**src/rtl/segctl.sv**
```systemverilog
`timescale 1ns/1ps
// segctl -- memory-mapped uib slave for the 8-digit seven-segment display
// and the 16 board LEDs. Software writes digit data, enables, dots, blink
// mask/period and LEDs; the registered outputs feed numScreen directly.
// CTRL.SRC selects between the software DATA word and the CPU debug word.
//
// Ports:
//   clk, rst        clock (instance is fed ~clk), async active-low reset
//   req, wen, mode  uib request, write enable, access size
//   addr, dat_i     slave-local byte address, right-aligned write data
//   dat_o, ready    right-aligned read data, one-cycle completion pulse
//   debug_in        CPU debug word (pc)
//   display, en     8 nibbles and digit enables to numScreen
//   dots, led       decimal points, board LEDs
//
// Register map (word offsets): 00 DATA, 04 EN, 08 DOTS, 0C BLINK,
// 10 PERIOD, 14 LED, 18 CTRL {BLINK_EN, SRC}. The lane math assumes XLEN=32.
module segctl #(
  parameter int XLEN     = 32,
  parameter int ADDR_W   = 16,
  parameter int PRESCALE = 5000
) (
  input  logic              clk,
  input  logic              rst,
  input  logic              req,
  input  logic              wen,
  input  logic [2:0]        mode,
  input  logic [ADDR_W-1:0] addr,
  input  logic [XLEN-1:0]   dat_i,
  output logic [XLEN-1:0]   dat_o,
  output logic              ready,
  input  logic [XLEN-1:0]   debug_in,
  output logic [XLEN-1:0]   display,
  output logic [7:0]        en,
  output logic [7:0]        dots,
  output logic [15:0]       led
);
  localparam int PW = (PRESCALE > 1) ? $clog2(PRESCALE) : 1;

  logic [XLEN-1:0] data_r;
  logic [7:0]      en_r, dots_r, blink_r;
  logic [15:0]     period_r, led_r;
  logic [1:0]      ctrl_r;
  logic [PW-1:0]   pre_q;
  logic [15:0]     half_q;
  logic            phase_q;

  // decode
  logic            size_b, size_h, mapped, misal, acc, wr, wr_per, wr_ctrl, tick;
  logic [2:0]      off;
  logic [XLEN-1:0] cur, rdata, wd, merged;
  logic [7:0]      rbyte;
  logic [15:0]     rhalf;
  logic [3:0]      be;

  always_comb begin
    size_b = (mode[1:0] == 2'b00);  // 000 / 100
    size_h = (mode[1:0] == 2'b01);  // 001 / 101; everything else is word
    off    = addr[4:2];
    mapped = (addr[ADDR_W-1:5] == '0) && (off != 3'd7);
    misal  = size_h && addr[0];
    case (off)
      3'd0:    cur = data_r;
      3'd1:    cur = {24'b0, en_r};
      3'd2:    cur = {24'b0, dots_r};
      3'd3:    cur = {24'b0, blink_r};
      3'd4:    cur = {16'b0, period_r};
      3'd5:    cur = {16'b0, led_r};
      3'd6:    cur = {30'b0, ctrl_r};
      default: cur = '0;
    endcase
    rbyte = cur[{addr[1:0], 3'b000} +: 8];
    rhalf = addr[1] ? cur[31:16] : cur[15:0];
    if (!mapped || misal)  rdata = '0;
    else if (size_b)       rdata = mode[2] ? {24'b0, rbyte} : {{24{rbyte[7]}}, rbyte};
    else if (size_h)       rdata = mode[2] ? {16'b0, rhalf} : {{16{rhalf[15]}}, rhalf};
    else                   rdata = cur;
    // replicate the write data across lanes, then merge under a byte enable
    if (size_b) begin
      be = 4'b0001 << addr[1:0];
      wd = {4{dat_i[7:0]}};
    end else if (size_h) begin
      be = addr[1] ? 4'b1100 : 4'b0011;
      wd = {2{dat_i[15:0]}};
    end else begin
      be = 4'b1111;
      wd = dat_i;
    end
    for (int i = 0; i < 4; i++)
      merged[i*8 +: 8] = be[i] ? wd[i*8 +: 8] : cur[i*8 +: 8];
    acc     = req && !ready;
    wr      = acc && wen && mapped && !misal;
    wr_per  = wr && (off == 3'd4);
    wr_ctrl = wr && (off == 3'd6);
    tick    = (pre_q == PW'(PRESCALE - 1));
  end

  // bus side: ready pulses one cycle after an accepted request
  always_ff @(posedge clk or negedge rst) begin
    if (!rst) begin
      ready    <= 1'b0;
      dat_o    <= '0;
      data_r   <= '0;
      en_r     <= 8'hFF;
      dots_r   <= '0;
      blink_r  <= '0;
      period_r <= '0;
      led_r    <= '0;
      ctrl_r   <= 2'b01;
    end else begin
      ready <= acc;
      if (acc) dat_o <= wen ? '0 : rdata;
      if (wr) begin
        case (off)
          3'd0:    data_r   <= merged;
          3'd1:    en_r     <= merged[7:0];
          3'd2:    dots_r   <= merged[7:0];
          3'd3:    blink_r  <= merged[7:0];
          3'd4:    period_r <= merged[15:0];
          3'd5:    led_r    <= merged[15:0];
          3'd6:    ctrl_r   <= merged[1:0];
          default: ;
        endcase
      end
    end
  end

  // blink engine; a PERIOD/CTRL write restarts the cycle and beats a tick
  always_ff @(posedge clk or negedge rst) begin
    if (!rst) begin
      pre_q   <= '0;
      half_q  <= '0;
      phase_q <= 1'b0;
    end else begin
      pre_q <= tick ? '0 : pre_q + 1'b1;
      if (wr_per || wr_ctrl || !ctrl_r[1] || (period_r == '0)) begin
        half_q  <= '0;
        phase_q <= 1'b0;
      end else if (tick) begin
        if (half_q == period_r - 16'd1) begin
          half_q  <= '0;
          phase_q <= ~phase_q;
        end else begin
          half_q  <= half_q + 16'd1;
        end
      end
    end
  end

  // registered outputs to numScreen and the LEDs
  always_ff @(posedge clk or negedge rst) begin
    if (!rst) begin
      display <= '0;
      en      <= 8'hFF;
      dots    <= '0;
      led     <= '0;
    end else begin
      display <= ctrl_r[0] ? debug_in : data_r;
      en      <= en_r & ~(blink_r & {8{phase_q}});
      dots    <= dots_r;
      led     <= led_r;
    end
  end
endmodule

```
**config.mk**
```make
export PLATFORM = sky130hd
export DESIGN_NAME = segctl
export DESIGN_NICKNAME = d
export VERILOG_FILES = /design/src/rtl/segctl.sv
export SDC_FILE = /design/constraint.sdc
export NUM_CORES = 1
export LEC_CHECK = 0
export ABC_AREA = 1
export CAP_MARGIN = 10
export CORE_MARGIN = 3
export CORE_UTILIZATION = 52
export DETAILED_ROUTE_END_ITERATION = 10
export PLACE_DENSITY = 0.9
export SLEW_MARGIN = 30
export SYNTH_ARGS = -nofsm -noshare
export SYNTH_HDL_FRONTEND = slang
export SYNTH_SLANG_ARGS = --single-unit
```
**constraint.sdc**
```tcl
create_clock -name clk -period 2.08 [get_ports clk]
set_input_delay 0.208 -clock clk [delete_from_list [all_inputs] [get_ports clk]]
set_output_delay 0.208 -clock clk [all_outputs]
set_load 0.01 [all_outputs]
```
==> results.toml, run 1 <==
[floorplan]
die_h_um = 152
chipWidth_um = 152
coreArea_sq_mm = 0.0206
std_cell_rows = 52
die_area_sq_mm = 0.0232
start_util_pct = 54.0
io_pins = 184

[clocking]
numCtsBuffers = 24
cts_buffer_depth = 3
cts_tree = "built"
htree_levels = 1
cts.sinks = 217
clk_pin_slew_worst_paths_ns = 0.07
clock_latency_ns = 0.53
root_buffer = "clkbuf_16"

[power]
clockPowerShare_pct = 45.7
pwr-share-comb_pct = 9.0
p_int_w = 0.00708
power.share.switching_pct = 24.1
peakVddDrop_v = 0.000619
power.switching_w = 0.00225
p_leak_nw = 7.19
seq_power_share_pct = 45.3
p_per_area_mw_per_mm2 = 620

[synthesis]
synth_flop_cell = "dfrtp_1"
synth_seq_cells = 217
syn_area_sq_mm = 0.0111
ys_warn_count = 0
async_reset_ff_share_pct = 100
ys_seq_area_share_pct = 48.9
synth.distinct_cells = 47
synth_cells = 1438
synth_edf_count = 0
syn_nets = 1528
synth_area_per_cell_sq_um = 7.75

[worst_hold_path]
hp-class = "in2async"

[setup_path]
worst_ep_arrival_time_ns = 2.45
critical_path_class = "reg2reg"
end_kind = "register"
critPathRequiredTime_ns = 2.48
start_kind = "register"
rrSetupSlack_ns = 0.03
path_max_fanout = 5

[route]
route.met2.wl_um = 17100
avgViaCountPerCell = 5.59
wl_met3_um = 3380
ant_nets = 0
vias = 11200
routedWlPerCell_um = 18.2
drt-total-wl_um = 36600
drt_first_iter_violations = 1370
dr.pass1.iters = 8
drc = 0
wl_met1_um = 14600
dr.max_layer_used = "met5"

[sta]
min_period_ns = 2.05
report.final.slew_viol_count = 0
finClkSkew_ns = 0.0188
timing.setup.tns_ns = 0
hold_violations = 0
rsz0062_at_grt = "yes"
worstMarginPinSlew_ns = 0.612
min_period_over_period_pct = 98.7
setup_viol = 0
slew-limit-headroom_pct = 59.2
hold-worst-slack_ns = 0.227
fmax_mhz = 487

[placement]
dp_hpwl_um = 26700
port_buffers = 183
place.gp.congestion = 1.06
placed_area_sq_mm = 0.0141

[cells_and_area]
n_antenna_cell = 0
drive_above_1_share_pct = 14.8
fin_nets = 1807
design_area_sq_mm = 0.0150
final_core_util_pct = 72.9
area_delta_synth_final_pct = 35.0

[global_routing]
grt_pass1_vias = 11100
grt_max_degree = 63
antenna_found_initial = 1
grt_usage_pct = 30.6
grt_pass1_wl_um = 57600
grt.overflow.total = 0

[job]
cap_violations = 0

[run_status]
status = "complete, no violations"
## cell families after synthesis
group / count (synthesis) / synth area share [%]
buffers and inverters: 242 / 8.89
AOI/OAI and AO/OA: 284 / 14.3
and+or+nand+nor: 663 / 25.3
adders and majority gates: 3 / 0.337
DFF: 217 / 48.9
xor gates and xnor gates: 29 / 2.28
## power groups by stage
stage / sequential [W] / combinational (W) / clock (W)
2_1_floorplan: 0.00431 / 0.000325 / 0
3_5_place_dp: 0.00430 / 0.000815 / 0
4_1_cts: 0.00423 / 0.000822 / 0.00432
5_1_grt: 0.00422 / 0.000905 / 0.00448
3_3_place_gp: 0.00430 / 0.000806 / 0
6_report: 0.00423 / 0.000837 / 0.00427
## registers in the layout, summed over array words and instances (netlist names)
register / cells
blink_r: 8
ctrl_r: 2
dat_o: 32
data_r: 32
display: 32
dots: 8
dots_r: 8
en: 8
en_r: 8
half_q: 16
led: 16
led_r: 16
period_r: 16
phase_q: 1
pre_q: 13
ready: 1
## final cells by class
cell class,count,area [sq um]
Sequential cell,217,5460
Tap cell,270,338
Clock inverter,10,88.8
Multi-Input combinational cell,981,4790
Fill cell,1477,5590
Timing Repair Buffer,313,2980
Clock buffer,34,709
Inverter,180,678
## timing repair
action | CTS | global route
endpoints found under the setup margin | 1 | 39
gates cloned | 0 | 2
pin swaps | 0 | 6
hold buffers | 1 | 0
resized for setup | 1 | 25
setup buffers | 0 | 4
hold endpoints to repair | 49 | 0
## final timing paths
path,to,startpoint,cells past startpoint
worst max-delay path,phase_q,period_r[1],16
worst min-delay path,half_q[6],rst,2
worst max register to register,phase_q,period_r[1],16
worst min register to register,dots[3],dots_r[3],0
max in group asynchronous,data_r[9],rst,3
min in group clk,display[6],debug_in[6],3
## cell usage after synthesis (8+ instances only)
| cell type | instances | area share [%] |
|---|---|---|
| nand3_1 | 65 | 2.9 |
| nor2_2 | 10 | 0.56 |
| nor3_1 | 10 | 0.45 |
| dfstp_2 | 17 | 4.0 |
| nand4_1 | 25 | 1.4 |
| nor2_1 | 99 | 3.3 |
| xor2_1 | 20 | 1.6 |
| o211ai_1 | 9 | 0.61 |
| nand2_1 | 420 | 14 |
| a21oi_1 | 56 | 2.5 |
| o21ai_0 | 158 | 7.1 |
| clkbuf_1 | 32 | 1.1 |
| xnor2_1 | 9 | 0.71 |
| o21ai_1 | 24 | 1.1 |
| buf_2 | 16 | 0.72 |
| o221ai_1 | 8 | 0.63 |
| o22ai_1 | 8 | 0.45 |
| dfrtp_1 | 200 | 45 |
| inv_1 | 172 | 5.8 |
## critical path: stages (launching register included)
cell,delay [ns]
dfrtp_1,0.39
buf_4,0.14
nor2_2,0.16
nand2_4,0.09
nor2_4,0.14
buf_4,0.14
nand3_1,0.06
nand2_1,0.07
nand2_1,0.05
inv_1,0.05
nand2_1,0.08
nor2_4,0.20
nand2_4,0.11
nand2_1,0.10
nand2_1,0.05
nand2_1,0.05
nand2_1,0.05
## layout by cell type, fill, tap and decap left out, types with 9 or more instances in the layout
cell	n
a21oi_1	53
buf_12	13
buf_4	116
clkbuf_16	25
clkdlybuf4s50_1	182
dfrtp_1	197
dfstp_2	17
inv_1	170
nand2_1	418
nand3_1	64
nand4_1	25
nor2_1	92
nor2_2	15
nor3_1	9
o211ai_1	9
o21ai_0	158
o21ai_1	24
xnor2_1	9
xor2_1	20
## routing by layer
| layer | vias up | track usage (%) |
|---|---|---|
| met1 | 5244 | 42.1 |
| met2 | 662 | 48.6 |
| met4 | 2 | 10.7 |
| met3 | 126 | 6.25 |
| li1 | 5172 | - |
| met5 | - | 0 |
## metrics by stage
| stage | setup WS [ns] | power, W | std cells |
|---|---|---|---|
| 2_1_floorplan | 0.163 | 0.00463 | 1438 |
| 4_1_cts | 0.00375 | 0.00937 | 1999 |
| 3_3_place_gp | -0.320 | 0.00511 | 1954 |
| 6_report | 0.0275 | 0.00933 | 2005 |
| 3_5_place_dp | -0.350 | 0.00512 | 1954 |
| 5_1_grt | -0.103 | 0.00961 | 2005 |
Note: power is estimated with default switching activity, not from simulation.
==> run 2, diff against run 1 <==
==> constraint.sdc (replaced) <==
create_clock -name clk -period 2.08 [get_ports clk]
set_input_delay 0.624 -clock clk [delete_from_list [all_inputs] [get_ports clk]]
set_output_delay 0.624 -clock clk [all_outputs]
set_load 0.01 [all_outputs]
==> run 2 against run 1 <==
Effect of this change: the flow now finishes with violations (setup timing); clock skew about the same; non-clock buffer count increased by 31; utilization is 2.8 points higher; largest cell class unchanged; largest power group unchanged; highest routed layer is now met4.
==> results.toml, run 2 (synthesis gave the netlist of run 1 again) <==
[cells_and_area]
final_common_cell = "nand2_1"
fin_nets = 1838
layout_common_cells = "nand2_1 (409), dfrtp_1 (199), inv_1 (170), o21ai_0 (145), clkdlybuf4s50_1 (137)"
n_antenna_cell = 0
largestRegisters = "dat_o: 32 flops, data_r: 32 flops, display: 32 flops"
drive_above_1_share_pct = 18.1
area_delta_synth_final_pct = 40.2
final_core_util_pct = 75.7

[clocking]
root_buffer = "clkbuf_16"
cts.sinks = 217
clk_pin_slew_worst_paths_ns = 0.06
htree_levels = 1
cts_tree = "built"
cts_buffer_depth = 3
cts_hold_buf = 0
clock_latency_ns = 0.53
numCtsBuffers = 25

[global_routing]
grt_max_degree = 63
grt_usage_pct = 32.1
antenna_found_initial = 0
grt_pass1_wl_um = 60400
grt_pass1_vias = 11500
grt.overflow.total = 0

[sta]
report.final.slew_viol_count = 0
finClkSkew_ns = 0.0183
slew-limit-headroom_pct = 60.8
worstMarginPinSlew_ns = 0.588
fin_ws_ns = -0.0426
fmax_mhz = 471
hold_violations = 0
min_period_over_period_pct = 102
setup_viol = 3
min_period_ns = 2.12

[power]
peakVddDrop_v = 0.000772
p_leak_nw = 7.85
p_per_area_mw_per_mm2 = 621

[placement]
port_buffers = 183
place.gp.congestion = 0.954
dp_hpwl_um = 27600
pre_cts_ws_ns = -0.681

[route]
drt-total-wl_um = 38800
avgViaCountPerCell = 5.66
ant_nets = 0
dr.max_layer_used = "met4"
route.met2.wl_um = 18700
drc = 0
wl_met1_um = 14700
dr.pass1.iters = 6
drt_first_iter_violations = 1189
vias = 11500
wl_met3_um = 3480
routedWlPerCell_um = 19.0

[floorplan]
start_util_pct = 54.0
std_cell_rows = 52
chipWidth_um = 152
coreArea_sq_mm = 0.0206
die_h_um = 152
io_pins = 184
die_area_sq_mm = 0.0232

[job]
cap_violations = 0

[run_status]
status = "complete, but fails checks"
violations = "setup timing"

[setup_path]
start_kind = "primary input"
path_max_fanout = 8
rr_startpoint = "period_r[7]"
reg2reg_depth = 13
critPathRequiredTime_ns = 2.54
rrSetupSlack_ns = 0.14
r2r-end = "half_q[9]"
critical_path_class = "in2reg"
worst_ep_arrival_time_ns = 2.59
end_kind = "register"

[worst_hold_path]
hp-class = "in2async"
==> run 2: metal layers <==
metal	track usage (%)	vias to the layer above
met4	12.2	0
met3	5.77	141
met1	41.6	5471
met5	0	-
met2	54.1	668
li1	-	5240
==> run 2: through the flow <==
stage | TNS (ns) | cell area [sq um] | cells | power [W] | hold slack [ns]
final | -0.0582 | 15600 | 2036 | 0.00969 | 0.0761
after detailed placement | -78.92 | 14400 | 1982 | 0.00518 | 0.372
after CTS | 0 | 15300 | 2032 | 0.00967 | 0.0869
after floorplan | 0 | 11100 | 1438 | 0.00463 | 0.328
after global routing | -0.926 | 15600 | 2036 | 0.00996 | 0.102
after global placement | -73.42 | 14400 | 1982 | 0.00517 | 0.367
==> run 2: report_power, final <==
part / switching [W] / total (W) / internal [W]
clock network: 0.00183 / 0.00451 / 0.00267
logic: 0.000545 / 0.000955 / 0.000410
registers: 0.00000172 / 0.00423 / 0.00423
==> run 2: critical path, stage by stage <==
cell             delay [ns]
clkdlybuf4s50_1        0.47
nor2_2                 0.20
o2111ai_2              0.21
nor2_2                 0.21
buf_4                  0.16
nand3_4                0.07
a21oi_2                0.14
buf_6                  0.15
clkbuf_16              0.15
nand3_1                0.12
nand2_1                0.09
==> run 2: how the worst max path moves through the flow <==
stage	from	endpoint	slack [ns]	depth (start not counted)
4_1_cts	dat_o[6]	dat_o[6]	0.0005	1
3_5_place_dp	addr[12]	led_r[10]	-0.68	11
3_3_place_gp	addr[4]	led_r[5]	-0.59	10
5_1_grt	addr[14]	dat_o[31]	-0.07	11
2_1_floorplan	mode[1]	blink_r[5]	0.1	11
6_report	addr[14]	dat_o[31]	-0.04	11
==> run 2: timing repair <==
item,CTS,global route
gates cloned,1,1
gates resized for setup,42,93
setup endpoints to repair,137,143
pin swaps,3,17
buffers inserted,4,3
==> run 2: layout make-up <==
type / count / area, sq um
clock buffer: 30 / 664
clock inverter: 15 / 179
fill: 1433 / 5010
inverter: 180 / 683
multi-input combinational: 980 / 4950
sequential: 217 / 5450
tap: 270 / 338
timing repair buffer: 344 / 3340
==> run 3, diff against run 2 <==
--- a/config.mk
+++ b/config.mk
@@ -8,9 +8,9 @@
 export ABC_AREA = 1
 export CAP_MARGIN = 10
 export CORE_MARGIN = 3
-export CORE_UTILIZATION = 52
+export CORE_UTILIZATION = 54
 export DETAILED_ROUTE_END_ITERATION = 10
-export PLACE_DENSITY = 0.9
+export PLACE_DENSITY = 0.93
 export SLEW_MARGIN = 30
 export SYNTH_ARGS = -nofsm -noshare
 export SYNTH_HDL_FRONTEND = slang
==> run 3 against run 2 <==
Effect of this change: largest cell class unchanged; sequential cell count stayed put; total power fell by 1.7%; first-iteration DRC count increased by 15%; cell count shrank 1.5%; non-clock buffer count decreased by 23; combinational power down 6.2%; sequential share of layout area is 0.84 points higher; register-to-register slack got worse by 0.08 ns; routed wire length decreased by 2.2%; highest routed layer unchanged; fmax fell by 0.43%; clock power decreased by 2%; the run ends with DRC, setup timing left; utilization grew 1.2 points.
==> results.toml, run 3 (synthesis gave the netlist of run 1 again) <==
[sta]
setup_viol = 7
finClkSkew_ns = 0.0115
fmax_mhz = 469
min_period_over_period_pct = 102
report.final.slew_viol_count = 0
min_period_ns = 2.13
slew-limit-headroom_pct = 59.7
rsz0062_at_grt = "yes"
fin_ws_ns = -0.0517
hold_violations = 0
worstMarginPinSlew_ns = 0.605

[clocking]
cts_hold_buf = 0
htree_levels = 1
clock_latency_ns = 0.52
cts_buffer_depth = 3
root_buffer = "clkbuf_16"
cts.sinks = 217
numCtsBuffers = 24
clk_pin_slew_worst_paths_ns = 0.07
cts_tree = "built"

[route]
routedWlPerCell_um = 18.9
drc = 1
avgViaCountPerCell = 5.69
vias = 11400
dr.pass1.iters = 11
drt-total-wl_um = 37900
drt_first_iter_violations = 1362
ant_nets = 0

[setup_path]
start_kind = "primary input"
rr_startpoint = "period_r[1]"
end_kind = "register"
path_max_fanout = 7
crit_start = "addr[2]"
worst_ep_arrival_time_ns = 2.52
critical_path_class = "in2reg"
critPathRequiredTime_ns = 2.47

[floorplan]
std_cell_rows = 51
chipWidth_um = 150
die_h_um = 150
coreArea_sq_mm = 0.0198
io_pins = 184
die_area_sq_mm = 0.0224
start_util_pct = 56.1

[run_status]
violations = "DRC, setup timing"
status = "complete, but fails checks"

[cells_and_area]
final_common_cell = "nand2_1"
design_area_sq_mm = 0.0153
layout_common_cells = "nand2_1 (414), dfrtp_1 (195), inv_1 (167), clkdlybuf4s50_1 (150), o21ai_0 (149)"
area_delta_synth_final_pct = 37.0
largestRegisters = "dat_o: 32 flops, data_r: 32 flops, display: 32 flops"
drive_above_1_share_pct = 16.4
fin_nets = 1814

[placement]
placed_area_sq_mm = 0.0141
dp_hpwl_um = 26600
place.gp.congestion = 0.974
port_buffers = 183
pre_cts_ws_ns = -0.735

[global_routing]
grt.overflow.total = 0
grt_pass1_vias = 10900
antenna_found_initial = 1
grt_pass1_wl_um = 58400
grt_usage_pct = 32.7
grt_max_degree = 63

[job]
cap_violations = 0

[power]
p_leak_nw = 7.61
p_per_area_mw_per_mm2 = 624
peakVddDrop_v = 0.000462

[worst_hold_path]
hp-class = "in2async"
==> run 3: final timing paths <==
path                              end  slack, ns  cells after the start
max reg2reg                half_q[15]       0.06                     16
max                         ctrl_r[1]      -0.05                     12
min                          pre_q[2]       0.05                      1
min in group clk              dots[3]       0.38                      0
min reg2reg                   dots[3]       0.38                      0
max in group asynchronous     en_r[0]       1.41                      2
==> run 3: routing by layer <==
layer	up-vias	GRT usage [%]	wire length (um)
met1	5354	45.5	14600
met4	0	10.4	1570
li1	5188	-	-
met3	152	5.51	3810
met5	-	0	0
met2	730	52.9	17900
==> run 3: metrics by stage <==
step | hold slack [ns] | utilization (%) | instances | TNS, ns | power (W)
4_1_cts | 0.0556 | 75.7 | 2000 | 0 | 0.00948
3_5_place_dp | 0.360 | 71.1 | 1954 | -85.24 | 0.00513
5_1_grt | 0.0727 | 76.9 | 2006 | -5.29 | 0.00979
6_report | 0.0531 | 76.9 | 2006 | -0.0903 | 0.00952
3_3_place_gp | 0.362 | 71.1 | 1954 | -78.20 | 0.00512
2_1_floorplan | 0.328 | - | 1438 | 0 | 0.00463
==> run 3: timing repair <==
item                       in CTS  in global routing
buffers inserted                3                  5
pin swaps                       4                 14
resized for setup              33                 73
setup endpoints to repair     146                142
cloned                          1                  0
==> run 3: layout make-up <==
| type | instances | area (sq um) |
|---|---|---|
| clock buffer | 34 | 719 |
| inverter | 180 | 681 |
| sequential | 217 | 5460 |
| tap | 265 | 332 |
| fill | 1306 | 4590 |
| antenna | 1 | 2.50 |
| clock inverter | 8 | 96.3 |
| timing repair buffer | 321 | 3050 |
| multi-input combinational | 980 | 4920 |
==> run 3: critical path, cell delays in order <==
cell	delay, ns
dlygate4sd2_1	0.30
buf_4	0.17
inv_1	0.06
nand3_1	0.12
inv_1	0.10
nand2_1	0.12
o21ai_1	0.10
nor4_2	0.35
buf_4	0.19
nand2_1	0.08
o21ai_4	0.15
o21ai_1	0.15
==> run 3: report_power, final <==
part | internal [W] | switching, W
Sequential | 0.00423 | 0.00000183
Combinational | 0.000376 | 0.000520
Clock | 0.00264 | 0.00175
